--- config.mk ---
export PLATFORM = sky130hd
export DESIGN_NAME = seg_scan_display
export DESIGN_NICKNAME = d
export VERILOG_FILES = /design/src/rtl/seg_scan_display.sv
export SDC_FILE = /design/constraint.sdc
export NUM_CORES = 1
export LEC_CHECK = 0
export BUFFER_PORTS_ARGS = -buffer_cell sky130_fd_sc_hd__buf_2
export CORE_ASPECT_RATIO = 0.7
export CORE_MARGIN = 2
export CORE_UTILIZATION = 45
export DETAILED_ROUTE_END_ITERATION = 12
export GPL_TIMING_DRIVEN = 0
export PLACE_DENSITY = 0.74
export SKIP_LAST_GASP = 1
export SLEW_MARGIN = 0
export SYNTH_ARGS = -nofsm -noshare
export SYNTH_HDL_FRONTEND = slang
export SYNTH_SLANG_ARGS = --single-unit
--- constraint.sdc ---
create_clock -name clk -period 2.7 [get_ports clk]
set_clock_uncertainty 0.05 [all_clocks]
set_input_delay 0.54 -clock clk [delete_from_list [all_inputs] [get_ports clk]]
set_output_delay 0.54 -clock clk [all_outputs]
set_load 0.02 [all_outputs]
--- src/rtl/seg_scan_display.sv ---
// Time-multiplexed common-anode seven-segment driver with frame-synchronous double buffering.
// Optional per-digit blinking is compiled in when SEG_SCAN_BLINK_EN is defined.
`timescale 1ns/1ps

module seg_scan_display #(
    parameter int DIGITS       = 4,
    parameter int SCAN_DIV     = 50000,
    parameter int BLINK_FRAMES = 64
) (
    input  logic                  clk,
    input  logic                  reset,
    input  logic                  load,
    input  logic [4*DIGITS-1:0]   value,
    input  logic                  blank_lz,
    input  logic [DIGITS-1:0]     blink_mask,
    output logic [6:0]            seg,
    output logic [DIGITS-1:0]     digit_sel,
    output logic                  frame_done
);

    localparam int DW = $clog2(SCAN_DIV);
    localparam int IW = (DIGITS > 1) ? $clog2(DIGITS) : 1;
    localparam logic [DW-1:0] DIV_LAST = DW'(SCAN_DIV - 1);
    localparam logic [IW-1:0] IDX_LAST = IW'(DIGITS - 1);
    localparam logic [6:0]    SEG_OFF  = 7'b1111111;

    logic [DW-1:0]         div;
    logic [IW-1:0]         idx;
    logic [4*DIGITS-1:0]   shadow;
    logic [4*DIGITS-1:0]   active;
    logic                  pending;
    logic                  phase;
    logic                  div_wrap;
    logic                  frame_wrap;

    logic [3:0]            nib;
    logic [DIGITS-1:0]     sel_next;
    logic                  all_zero;
    logic                  lz_blank;
    logic                  mask_hit;

    function automatic logic [6:0] seg_decode(input logic [3:0] n);
        logic [6:0] s;
        case (n)
            4'h0: s = 7'b1000000;
            4'h1: s = 7'b1111001;
            4'h2: s = 7'b0100100;
            4'h3: s = 7'b0110000;
            4'h4: s = 7'b0011001;
            4'h5: s = 7'b0010010;
            4'h6: s = 7'b0000010;
            4'h7: s = 7'b1111000;
            4'h8: s = 7'b0000000;
            4'h9: s = 7'b0010000;
            4'hA: s = 7'b0001000;
            4'hB: s = 7'b0000011;
            4'hC: s = 7'b1000110;
            4'hD: s = 7'b0100001;
            4'hE: s = 7'b0000110;
            default: s = 7'b0001110;
        endcase
        return s;
    endfunction

    assign div_wrap   = (div == DIV_LAST);
    assign frame_wrap = div_wrap && (idx == IDX_LAST);
    assign frame_done = frame_wrap;

    always_ff @(posedge clk or posedge reset) begin
        if (reset) begin
            div <= '0;
            idx <= '0;
        end else begin
            div <= div_wrap ? '0 : div + 1'b1;
            if (div_wrap)
                idx <= (idx == IDX_LAST) ? '0 : idx + 1'b1;
        end
    end

    // NOTE: shadow/active are a handful of flops, not a RAM, so they take the async reset like any other state.
    always_ff @(posedge clk or posedge reset) begin
        if (reset) begin
            shadow  <= '0;
            active  <= '0;
            pending <= 1'b0;
        end else begin
            if (load)
                shadow <= value;
            // A load coinciding with the transfer re-arms pending for the next wrap.
            if (frame_wrap && pending) begin
                active  <= shadow;
                pending <= load;
            end else if (load) begin
                pending <= 1'b1;
            end
        end
    end

`ifdef SEG_SCAN_BLINK_EN
    localparam int BW = (BLINK_FRAMES > 1) ? $clog2(BLINK_FRAMES) : 1;
    localparam logic [BW-1:0] BF_LAST = BW'(BLINK_FRAMES - 1);

    logic [BW-1:0] frame_cnt;

    always_ff @(posedge clk or posedge reset) begin
        if (reset) begin
            frame_cnt <= '0;
            phase     <= 1'b0;
        end else if (frame_wrap) begin
            if (frame_cnt == BF_LAST) begin
                frame_cnt <= '0;
                phase     <= ~phase;
            end else begin
                frame_cnt <= frame_cnt + 1'b1;
            end
        end
    end
`else
    assign phase = 1'b0;
`endif

    // NOTE: every always_comb output gets a default first so no path can infer a latch.
    always_comb begin
        nib      = 4'h0;
        sel_next = '1;
        all_zero = 1'b1;
        lz_blank = 1'b0;
        mask_hit = 1'b0;
        // Walk from the most significant digit down, tracking "all zero from here up".
        for (int i = DIGITS - 1; i >= 0; i--) begin
            all_zero = all_zero && (active[4*i +: 4] == 4'h0);
            if (idx == IW'(i)) begin
                nib         = active[4*i +: 4];
                lz_blank    = blank_lz && (i != 0) && all_zero;
                mask_hit    = blink_mask[i];
                sel_next[i] = 1'b0;
            end
        end
    end

    always_ff @(posedge clk or posedge reset) begin
        if (reset) begin
            seg       <= SEG_OFF;
            digit_sel <= '1;
        end else begin
            seg       <= (lz_blank || (phase && mask_hit)) ? SEG_OFF : seg_decode(nib);
            digit_sel <= sel_next;
        end
    end

endmodule

---- Yosys cells after proc, flatten, opt, wreduce, memory -nomap -nowiden ----
Memories as Yosys holds them, arrays and structs flattened.
Cells that the tools add are included.
word-level totals
  register bits after elaboration ......... 62
  bits in read-only memories .............. 112
  input bits .............................. 24
  output and inout bits ................... 12
  logic and storage cells ................. 43
  memories kept ........................... 1
memory list
  name             words  width  rd ports  clocked after memory_dff  write ports  line  source
  (no name shown)  16     7      1         0                         0            44    case (n)
cells by class
  add/subtract/negate cells ............... 2
  eq/ne operators ......................... 4
  mux-type cells .......................... 17
  reductions and logical operators ........ 12
operators by type and width
  cell                   number
  $add 16x1->16 const B  1
  $eq 16x16->1 const B   1
  $mux 16                1
  $mux 4                 4
  $logic_not 4->1        3
  $mux 1                 10
  $logic_and 1x1->1      7
  $mux 7                 1
  $eq 2x2->1 const B     2
  $add 2x1->2 const B    1
  $eq 2x1->1 const B     1
  $logic_not 2->1        1
  $mux 2                 1
  $reduce_bool 2->1      1

---- Logic depth before layout (Yosys ltp) ----
  depth in word-level cells ............... 7
  mapped depth ............................ 10
  gate-level depth less buffers ........... 9

---- Least setup slack after synthesis ----
No wires, ideal clock.
  path type ............................... register to register
  start point ............................. register idx[0]
  end point ............................... register seg[5]
  setup time .............................. 0.105 ns
  data arrival time ....................... 2.027 ns
  required time ........................... 2.545 ns
  setup slack ............................. 0.518 ns
  stages on the path, launching flop included .. 11
  path buffers ............................ 1
  period minus slack after synthesis ...... 2.182 ns
  path through ............................ dfrtp_1 inv_1 ha_1 clkbuf_1 inv_1 o21a_1 a22oi_1 inv_1 ha_1 mux2i_1 o221ai_1
between the ends
  longest elaborated chain between the ends .. 7
  elaborated cells on any way between the ends .. 14
  those cells by class .................... 3 x eq/ne; 9 x mux; 1 x reduce/logical; 1 x memory
ends and longest elaborated chain
  what                      line  source
  start: declaration        28    logic [IW-1:0] idx;
  start signal: assignment  76    idx <= (idx == IDX_LAST) ? '0 : idx + 1'b1;
  $eq 2x2->1                132   if (idx == IW'(i)) begin
  $mux 4 (4 in a row)       132
  $mem_v2 16x7              -
  $mux 7 (*)                146   seg <= (lz_blank || (phase && mask_hit)) ? SEG_OFF : seg_decode(nib);
  end signal: assignment    146
  end: declaration          16    output logic [6:0] seg,
Mark *: on every way between the ends. The rest lies on a longest branch, timed or not.
A chain may end at the register's enable or synchronous reset.

---- Final worst setup path ----
  start point ............................. register div[4]
  end point ............................... output port frame_done
between the ends
  longest elaborated chain between the ends .. 2
ends and longest elaborated chain
  what                      line  source
  start: declaration        27    logic [DW-1:0] div;
  start signal: assignment  74    div <= div_wrap ? '0 : div + 1'b1;
  $eq 16x16->1              65    assign div_wrap = (div == DIV_LAST);
  $logic_and 1x1->1         66    assign frame_wrap = div_wrap && (idx == IDX_LAST);
  end: declaration          18    output logic frame_done
No other way between the ends.

==> results_dict.tcl <==
set metrics [dict create \
    syn_avg_cell_area_sq_um 12.7 \
    crit_fanout 4 \
    worstPathCellList "or4b_4 -> nor4_4 -> nand2_1 -> inv_1 -> buf_4" \
    wl_per_cell_um 14.8 \
    setup_ws_ps 74.7 \
    grt_overflow 0 \
    synth_top_area_cell "dfrtp_1" \
    cts-hold-fix-buffers 0 \
    critPathLaunch "div[4]$_DFF_PP0_" \
    synth_nets 269 \
    slew_headroom_pct 53.9 \
    first_global_vias 1916 \
    drive_above_1_share_pct 36.2 \
    grt_pass1_wl_um 9110 \
    critPathBufInv 2 \
    fin_nets 317 \
    r2r_end "seg[2]$_DFF_PP1_" \
    antenna_left 0 \
    place_ws_ps 48.0 \
    wl_um 5390 \
    path_clk_slew_ps 70 \
    ys.flop_type "dfrtp_1" \
    die_area_sq_um 7270 \
    synthArstFlopShare_pct 100 \
    first_pass_iters 4 \
    die_w_um 101 \
    core_area_sq_um 6310 \
    run_status "finished, final reports clean" \
    end_kind "primary output" \
    r2r.worst_path.cells 8 \
    via_count 1919 \
    synth_top_area_share_pct 43.0 \
    synthDistinctLibCells 52 \
    setup_violations 0 \
    rrSetupSlack_ps 170 \
    rr_startpoint "idx[0]$_DFFE_PP0N_" \
    vdd_drop_max_uv 363 \
    max_clock_freq_mhz 381 \
    tightest_slew_ps 692 \
    crit_family "simple AND/OR/NAND/NOR gates" \
    htreeDepth 3 \
    hp-class "input pin to async pin" \
    arrival_ps 2040 \
    drt_iter0_drc 68 \
    io_pins 36 \
    max_stage_delay_ps 560 \
    crit_path_top_delay_cell "or4b_4" \
    ys_ff_latch 62 \
    power_density_nw_per_um2 575 \
    track_usage_pct 16.8 \
    power_uw 2040 \
    required_ps 2110 \
    cts_max_path_buffers 2 \
    setup_tns_ps 0 \
    die_h_um 71.9 \
    grt_max_degree 45 \
    vias_per_cell 5.26 \
    path_class "flip-flop to primary output" \
    root_buffer "clkbuf_8" \
    cts_tree "yes" \
    dp_hpwl_um 3780 \
    leakage_uw 0.00161 \
    antenna_found_initial 0 \
    row_count 24 \
    hold_viol 0 \
    drcViolationCount 0 \
    clock_latency_ps 350 \
    cts_sinks 62 \
    synth_cells 234 \
    synth-edff-count 0 \
    gp_congestion 0.793 \
    syn_area_sq_um 2970 \
    yosysSeqAreaShare_pct 52.8 \
    area_growth_pct 19.7 \
    critPathLaunchType "flip-flop" \
    drv_slew 0 \
    diodes 0 \
    holdWs_ps 133 \
    portBuffers 30 \
    fin_crit_sh_pct 97.2 \
    start_util_pct 47.0 \
    synth_warnings 0 \
    yosys-top-cells-area "dfrtp_1, dfstp_2, mux2_2" \
    min_period_ps 2630 \
    max-cap-violations 0 \
    numCtsBuffers 9 \
]
[sequential cells by signal, summed over array words and instances, names as in the netlist]
signal / count
active: 16
div: 16
shadow: 16
seg: 7
digit_sel: 4
idx: 2
pending: 1
[per-stage QoR]
stage / util, % / instance area, sq um / cells
after detailed placement: 51.3 / 3230 / 343
final: 56.3 / 3550 / 365
after CTS: 55.2 / 3480 / 359
after global placement: 51.0 / 3210 / 342
after floorplan: - / 2970 / 234
after global routing: 56.3 / 3550 / 365
[logic make-up after synthesis]
group,Yosys count,synth area share [%]
buffers and inverters,24,3.88
AOI/OAI and AO/OA,30,7.98
and+or+nand+nor,58,12.1
adders and majority gates,11,4.64
muxes,37,15.1
xor gates and xnor gates,12,3.54
DFF,62,52.8
[cell usage after synthesis, drive strengths merged, types with 2 or more instances]
cell type / n
buf: 4
a21o: 2
dfrtp: 51
nand4bb: 3
mux2: 32
o31ai: 2
xor2: 7
and4: 2
and3: 2
o21ai: 3
mux2i: 5
xnor2: 5
clkbuf: 5
nor4bb: 2
nand3: 7
nor2: 9
nand4: 2
nor3: 5
or4: 2
and3b: 2
inv: 15
ha: 11
a22oi: 2
o221ai: 3
dfstp: 11
a21oi: 6
o41ai: 2
nand2: 12
nor4: 3
[per-layer routing]
layer,GRT usage [%],wire length [um]
met1,22.8,2810
met2,24.3,2270
met3,6.36,233
met4,7.21,83
met5,0,0
[how the worst max path moves through the flow]
stage / slack, ps / cells after the start / to
4_1_cts: 10 / 6 / frame_done
2_1_floorplan: 520 / 10 / seg[5]$_DFF_PP1_
5_1_grt: -20 / 5 / frame_done
3_5_place_dp: 50 / 10 / seg[0]$_DFF_PP1_
6_report: 70 / 5 / frame_done
3_3_place_gp: -110 / 2 / shadow[1]$_DFFE_PP0P_
[repair_timing]
item / in CTS / in global routing
buffers inserted: 0 / 7
resized for setup: 0 / 3
endpoints found under the setup margin: 0 / 8
[cell type report]
cell class / count / area [sq um]
Buffer: 8 / 55.1
Clock buffer: 13 / 159
Clock inverter: 3 / 90.1
Fill cell: 541 / 2760
Inverter: 15 / 56.3
Multi-Input combinational cell: 148 / 1300
Sequential cell: 62 / 1570
Tap cell: 78 / 97.6
Timing Repair Buffer: 38 / 225
[cell usage in the layout, fill, tap and decap left out, types with 3 or more instances in the layout]
master / instances
xor2_1: 7
mux2_4: 10
nand2_1: 12
buf_2: 30
a21oi_1: 6
buf_4: 8
clkbuf_1: 6
mux2_2: 22
clkbuf_8: 11
dfrtp_1: 51
nor2_1: 9
nand4bb_1: 3
o21ai_0: 3
inv_1: 14
ha_1: 11
nor3_1: 5
o221ai_1: 3
dfstp_2: 11
bufinv_16: 3
xnor2_1: 5
nand3_1: 7
mux2i_1: 5
[power by group]
| group | switching, uW | total, uW | leakage (uW) | internal, uW |
|---|---|---|---|---|
| sequential | 13.1 | 967 | 0.000771 | 954 |
| clock | 344 | 1010 | 0.000124 | 664 |
| combinational | 31.0 | 65.4 | 0.000720 | 34.3 |
| total | 388 | 2040 | 0.00161 | 1650 |
(Power assumes the default switching activity.)
